### src/rtl/debug_print_pkg.sv
// debug_print_pkg: shared state, character constants and default attribute for the register dump printer
package debug_print_pkg;
    typedef enum logic [2:0] {S_IDLE, S_READ, S_LATCH, S_EMIT, S_DONE} state_t;
    localparam int LABEL_LEN = 5;
    localparam logic [7:0] CH_X = 8'h78;
    localparam logic [7:0] CH_COLON = 8'h3A;
    localparam logic [7:0] CH_SPACE = 8'h20;
    localparam logic [7:0] CH_ZERO = 8'h30;
    localparam logic [7:0] CH_A = 8'h41;
    localparam logic [23:0] DEF_ATTR = 24'hFFFFFF;
endpackage

### src/rtl/hex_ascii_encoder.sv
// hex_ascii_encoder: nibble to uppercase ASCII hex digit
module hex_ascii_encoder
    import debug_print_pkg::*;
(
    input  logic [3:0] nib,
    output logic [7:0] ascii
);
    always_comb ascii = (nib < 4'd10) ? CH_ZERO + {4'd0, nib} : CH_A + {4'd0, nib} - 8'd10;
endmodule

### src/rtl/reg_dump_printer.sv
// reg_dump_printer: streams a register range as ASCII hex rows into the character buffer
module reg_dump_printer
    import debug_print_pkg::*;
#(
    parameter int WORD_SIZE = 32,
    parameter int NUM_REGS = 32,
    parameter int COLS = 80,
    parameter int ADDR_W = 13,
    parameter logic [23:0] ATTR = DEF_ATTR,
    localparam int RW = $clog2(NUM_REGS)
) (
    input  logic                 clk,
    input  logic                 rst,
    input  logic                 start,
    input  logic [RW-1:0]        first_reg,
    input  logic [RW-1:0]        last_reg,
    input  logic [ADDR_W-1:0]    base_addr,
    input  logic                 label_en,
    output logic                 busy,
    output logic                 done,
    output logic [RW-1:0]        debug_reg,
    input  logic [WORD_SIZE-1:0] debug_reg_out,
    output logic                 ascii_write_en,
    input  logic                 ascii_write_ready,
    output logic [ADDR_W-1:0]    ascii_write_address,
    output logic [31:0]          ascii_input
);
    localparam int ND = WORD_SIZE / 4;
    localparam int CW = $clog2(ND + LABEL_LEN + 1);

    state_t state, nxt;
    logic [RW-1:0] cur, last_q;
    logic [ADDR_W-1:0] base_q, row_off;
    logic label_q;
    logic [WORD_SIZE-1:0] sh;
    logic [CW-1:0] col, row_len;
    logic emit, fire, last_char, in_label;
    logic [6:0] cur7;
    logic [3:0] tens, units, nib;
    logic [7:0] enc, ch;

    hex_ascii_encoder u_enc (.nib(nib), .ascii(enc));

    // cur never exceeds 99, so a 7-bit divide-by-10 covers the label digits
    always_comb begin
        cur7 = 7'(cur);
        tens = 4'(cur7 / 7'd10);
        units = 4'(cur7 % 7'd10);
        row_len = label_q ? CW'(ND + LABEL_LEN) : CW'(ND);
        in_label = label_q && col < CW'(LABEL_LEN);
        nib = in_label ? (col == CW'(1) ? tens : units) : sh[WORD_SIZE-1 -: 4];
        ch = !in_label ? enc :
             col == CW'(0) ? CH_X :
             col == CW'(3) ? CH_COLON :
             col == CW'(4) ? CH_SPACE : enc;
        emit = state == S_EMIT;
        fire = emit && ascii_write_ready;
        last_char = col == row_len - CW'(1);
    end

    assign busy = state != S_IDLE;
    assign done = state == S_DONE;
    assign debug_reg = cur;
    assign ascii_write_en = emit;
    assign ascii_write_address = emit ? base_q + row_off + ADDR_W'(col) : '0;
    assign ascii_input = emit ? {ch, ATTR} : '0;

    always_ff @(posedge clk or negedge rst)
        if (!rst) state <= S_IDLE;
        else state <= nxt;

    always_comb begin
        nxt = state;
        case (state)
            S_IDLE:  nxt = start ? (first_reg > last_reg ? S_DONE : S_READ) : S_IDLE;
            S_READ:  nxt = S_LATCH;
            S_LATCH: nxt = S_EMIT;
            S_EMIT:  nxt = fire && last_char ? (cur == last_q ? S_DONE : S_READ) : S_EMIT;
            default: nxt = S_IDLE;
        endcase
    end

    always_ff @(posedge clk or negedge rst)
        if (!rst) begin
            cur <= '0;
            last_q <= '0;
            base_q <= '0;
            row_off <= '0;
            label_q <= 1'b0;
            sh <= '0;
            col <= '0;
        end else if (state == S_IDLE && start) begin
            cur <= first_reg;
            last_q <= last_reg;
            base_q <= base_addr;
            label_q <= label_en;
            row_off <= '0;
        end else if (state == S_LATCH) begin
            sh <= debug_reg_out;
            col <= '0;
        end else if (fire) begin
            col <= col + CW'(1);
            if (!in_label) sh <= {sh[WORD_SIZE-5:0], 4'd0};
            if (last_char && cur != last_q) begin
                cur <= cur + RW'(1);
                row_off <= row_off + ADDR_W'(COLS);
            end
        end
endmodule

### config.mk
export PLATFORM = sky130hd
export DESIGN_NAME = reg_dump_printer
export DESIGN_NICKNAME = d
export VERILOG_FILES = /design/src/rtl/debug_print_pkg.sv /design/src/rtl/hex_ascii_encoder.sv /design/src/rtl/reg_dump_printer.sv
export SDC_FILE = /design/constraint.sdc
export NUM_CORES = 1
export LEC_CHECK = 0
export BUFFER_PORTS_ARGS = -buffer_cell sky130_fd_sc_hd__buf_4
export CAP_MARGIN = 0
export CELL_PAD_IN_SITES_DETAIL_PLACEMENT = 0
export CELL_PAD_IN_SITES_GLOBAL_PLACEMENT = 1
export CORE_MARGIN = 2
export CORE_UTILIZATION = 35
export DETAILED_ROUTE_END_ITERATION = 7
export PLACE_DENSITY = 0.75
export SLEW_MARGIN = 0
export SYNTH_ARGS = -nofsm -noshare
export SYNTH_HDL_FRONTEND = slang
export SYNTH_SLANG_ARGS = --single-unit
### constraint.sdc
create_clock -name clk -period 7.3 [get_ports clk]
set_input_delay 0.73 -clock clk [delete_from_list [all_inputs] [get_ports clk]]
set_output_delay 0.73 -clock clk [all_outputs]
set_load 0.005 [all_outputs]
==> results.tsv <==
stage	metric	value	unit
synthesis	ys_seq_area_share	37.4	%
synthesis	synth-simple-area-share	17.4	%
grt	grt_pass1_vias	3883	
placed_design	place_congestion	0.913	
sta	fin_setup_tns	0	ns
clock_tree	cts_inserted_buffers	9	
layout	largest_reg_flops	32	
run_status	status	complete, no violations	
layout	syn2layout_area_growth	23.7	%
critical_path	r2r_setup_slack	3.66	ns
synthesis	synth_fa_ha_area_share	11.3	%
critical_path	cp.arrival	3.77	ns
clock_tree	postCtsSetupBuffers	0	
hold_path	hold_path_class	flip-flop to flip-flop	
critical_path	crit_chain	inv_1, ha_1, inv_1, ha_1, a31oi_4, xnor2_1, inv_1, ha_1, o21ai_1, mux2i_1, nor2_4, inv_2, ha_1, inv_1, or4_1, a21boi_1, buf_4	
clock_tree	ctsHtreeMaxLevel	3	
drt	drt_drc_violations_left	0	
floorplan	die_area	14700	um^2
floorplan	rows	42	
clock_tree	clk_pin_slew	0.06	ns
power	leakage	0.00289	uW
floorplan	coreArea	13300	um^2
drt	viasPerCell	4.92	
sta	hold_viol_final	0	
clock_tree	ctsHoldBuffers	0	
layout	drive_gt1_share	22.3	%
power	cellPowerDensity	297	nW/um^2
clock_tree	clock_sinks	72	
critical_path	cp_num_buf_inv	6	
hold_path	hp-start	sh[24]$_DFFE_PN0P_	
synthesis	synthArstFlopShare	100	%
synthesis	synthTopCellsByCount	95 x nand2_1, 72 x dfrtp_1, 54 x o21ai_0	
synthesis	netlist_instances	538	
grt	grt_max_degree	73	
clock_tree	cts-resized-gates	0	
clock_tree	cts_tree	done	
critical_path	reg2reg_depth	8	
sta	slew_headroom	23.4	%
placed_design	port-buffer-count	111	
hold_path	holdPathStages	2	
flow_run	maxCapViolations	0	
synthesis	synth-compound-area-share	15.0	%
sta	worstMarginPinSlew	1.15	ns
synthesis	synth.largest_area_cell	dfrtp_1	
synthesis	synth_xor_area_share	4.72	%
power	ir_worst_vdd	0.136	mV
drt	drtIter0Drc	174	
sta	finalCriticalPeriod	4.50	ns
floorplan	initial_core_util	36.1	%
clock_tree	clock_path_buffers	2	
synthesis	synthMuxAreaShare	6.95	%
sta	finalSetupViolations	0	
critical_path	critPathKind	flip-flop to primary output	
grt	grt.overflow.total	0	
floorplan	chipWidth	121	um
synthesis	synth_top_area_share	37.4	%
drt	drt-total-wl	11.0	mm
critical_path	cp.required	6.57	ns
layout	regMostFlops	sh	
sta	fmax	0.222	GHz
synthesis	ys_top_cells_by_area	dfrtp_1 37%, ha_1 11%, nand2_1 7.4%, mux2i_1 6.6%, o21ai_0 5.6%	
drt	drt-pass1-iter-count	6	
floorplan	fp.dieH	121	um
grt	globalRouteTotalUtil	15.9	%
critical_path	reg2reg_to	row_off[11]$_DFFE_PN0P_	
synthesis	ys_ff_latch	72	
sta	rsz0062_at_grt	false	
layout	top_regs	sh x32, base_q x13, row_off x9	
synthesis	syn-cell-area	4820	um^2
critical_path	slowest_delay	0.51	ns
drt	post_drt_wl_per_cell	13.8	um
sta	finalMaxSlewViolations	0	
hold_path	holdPathEnd	sh[24]$_DFFE_PN0P_	
synthesis	post-synth-top-count-cell	nand2_1	
sta	holdWs	0.472	ns
synthesis	synth-edff-count	0	
sta	fin_skew	0.00662	ns
clock_tree	cts-root-buf	clkbuf_16	
synthesis	synthFlopType	dfrtp_1	
synthesis	synthDistinctLibCells	60	
synthesis	yosysWarningCount	0	
placed_design	detailed_place_hpwl	8.12	mm
critical_path	endpoint_kind	primary output	
floorplan	io_pins	113	
clock_tree	clk-insertion-delay-late	0.33	ns
synthesis	synthesis.nets	641	
synthesis	synth_area_per_cell	8.97	um^2
drt	ant_nets	0	
layout	diodes	0	
grt	grt_pass1_wl	18.9	mm
critical_path	start_kind	flip-flop	
layout	layout.nets	720	
grt	antenna_found_initial	0	
critical_path	rr_startpoint	state[2]$_DFF_PN0_	
synthesis	synth_top_family_by_area	simple AND/OR/NAND/NOR gates	
sta	period_share	61.7	%
critical_path	cp_slowest_cell	or4_1	
drt	vias	3925	
critical_path	critical_path.top_delay_family	adder cells	
critical_path	cp_max_fo	7	
critical_path	cp_num_cells	17	
placed cells by master (no fill, tap or decap), drive strengths merged, types with 5 or more instances in the layout:
| cell | instances |
|---|---|
| and2 | 7 |
| dfrtp | 72 |
| nor3 | 6 |
| mux2i | 32 |
| xnor2 | 16 |
| nand2 | 95 |
| ha | 42 |
| xor2 | 10 |
| clkbuf | 9 |
| o21a | 5 |
| a21oi | 22 |
| or3 | 5 |
| nor2 | 25 |
| o21ai | 55 |
| nand2b | 7 |
| a22o | 5 |
| a21o | 7 |
| nand3 | 11 |
| buf | 113 |
| inv | 23 |
report_power, final:
group / internal, uW / switching [uW]
logic: 337 / 359
registers: 499 / 104
clock network: 300 / 173
total: 1140 / 637
kinds of logic after synthesis:
kind of cell,Yosys count
xor+xnor,26
fa+ha+maj,43
flops,72
buf+inv,67
compound gates,117
mux,33
simple gates,179
other cells,1
per-layer routing:
metal / vias to the layer above / GRT usage [%] / routed length [um]
met1: 1813 / 22.1 / 5280
met5: - / 0 / 0
met3: 7 / 3.85 / 664
met4: 0 / 4.31 / 112
li1: 2003 / - / -
met2: 102 / 24.8 / 4970
cell type report:
| cell class | count | area (um^2) |
|---|---|---|
| timing repair buffer | 113 | 848 |
| clock buffer | 9 | 225 |
| sequential | 72 | 1800 |
| inverter | 22 | 82.6 |
| multi-input combinational | 399 | 2690 |
| clock inverter | 7 | 95.1 |
| tap | 176 | 220 |
| fill | 1351 | 7380 |
through the flow:
step	area, um^2	setup WS [ns]	std cells	util [%]	power (uW)
finish	5970	2.80	798	44.7	1770
global route	5970	2.45	798	44.7	1920
CTS	5970	2.75	798	44.7	1800
detailed placement	5650	3.11	782	42.3	1310
global placement	5650	3.31	782	42.3	1290
floorplan	4820	3.53	538	-	1070
tightest hold or removal path: stages, from the launching register on:
cell     delay [ns]
dfrtp_1        0.34
nand2_1        0.04
o21ai_0        0.05
worst max path at each step:
stage,startpoint,to,slack (ns)
2_1_floorplan,debug_reg[2]$_DFFE_PN0P_,ascii_input[26],3.53
3_3_place_gp,debug_reg[2]$_DFFE_PN0P_,ascii_input[26],3.31
3_5_place_dp,debug_reg[2]$_DFFE_PN0P_,ascii_input[26],3.11
4_1_cts,debug_reg[2]$_DFFE_PN0P_,ascii_input[26],2.75
5_1_grt,debug_reg[2]$_DFFE_PN0P_,ascii_input[26],2.45
6_report,debug_reg[2]$_DFFE_PN0P_,ascii_input[26],2.80
No activity file was read; power rests on OpenSTA's default activity.
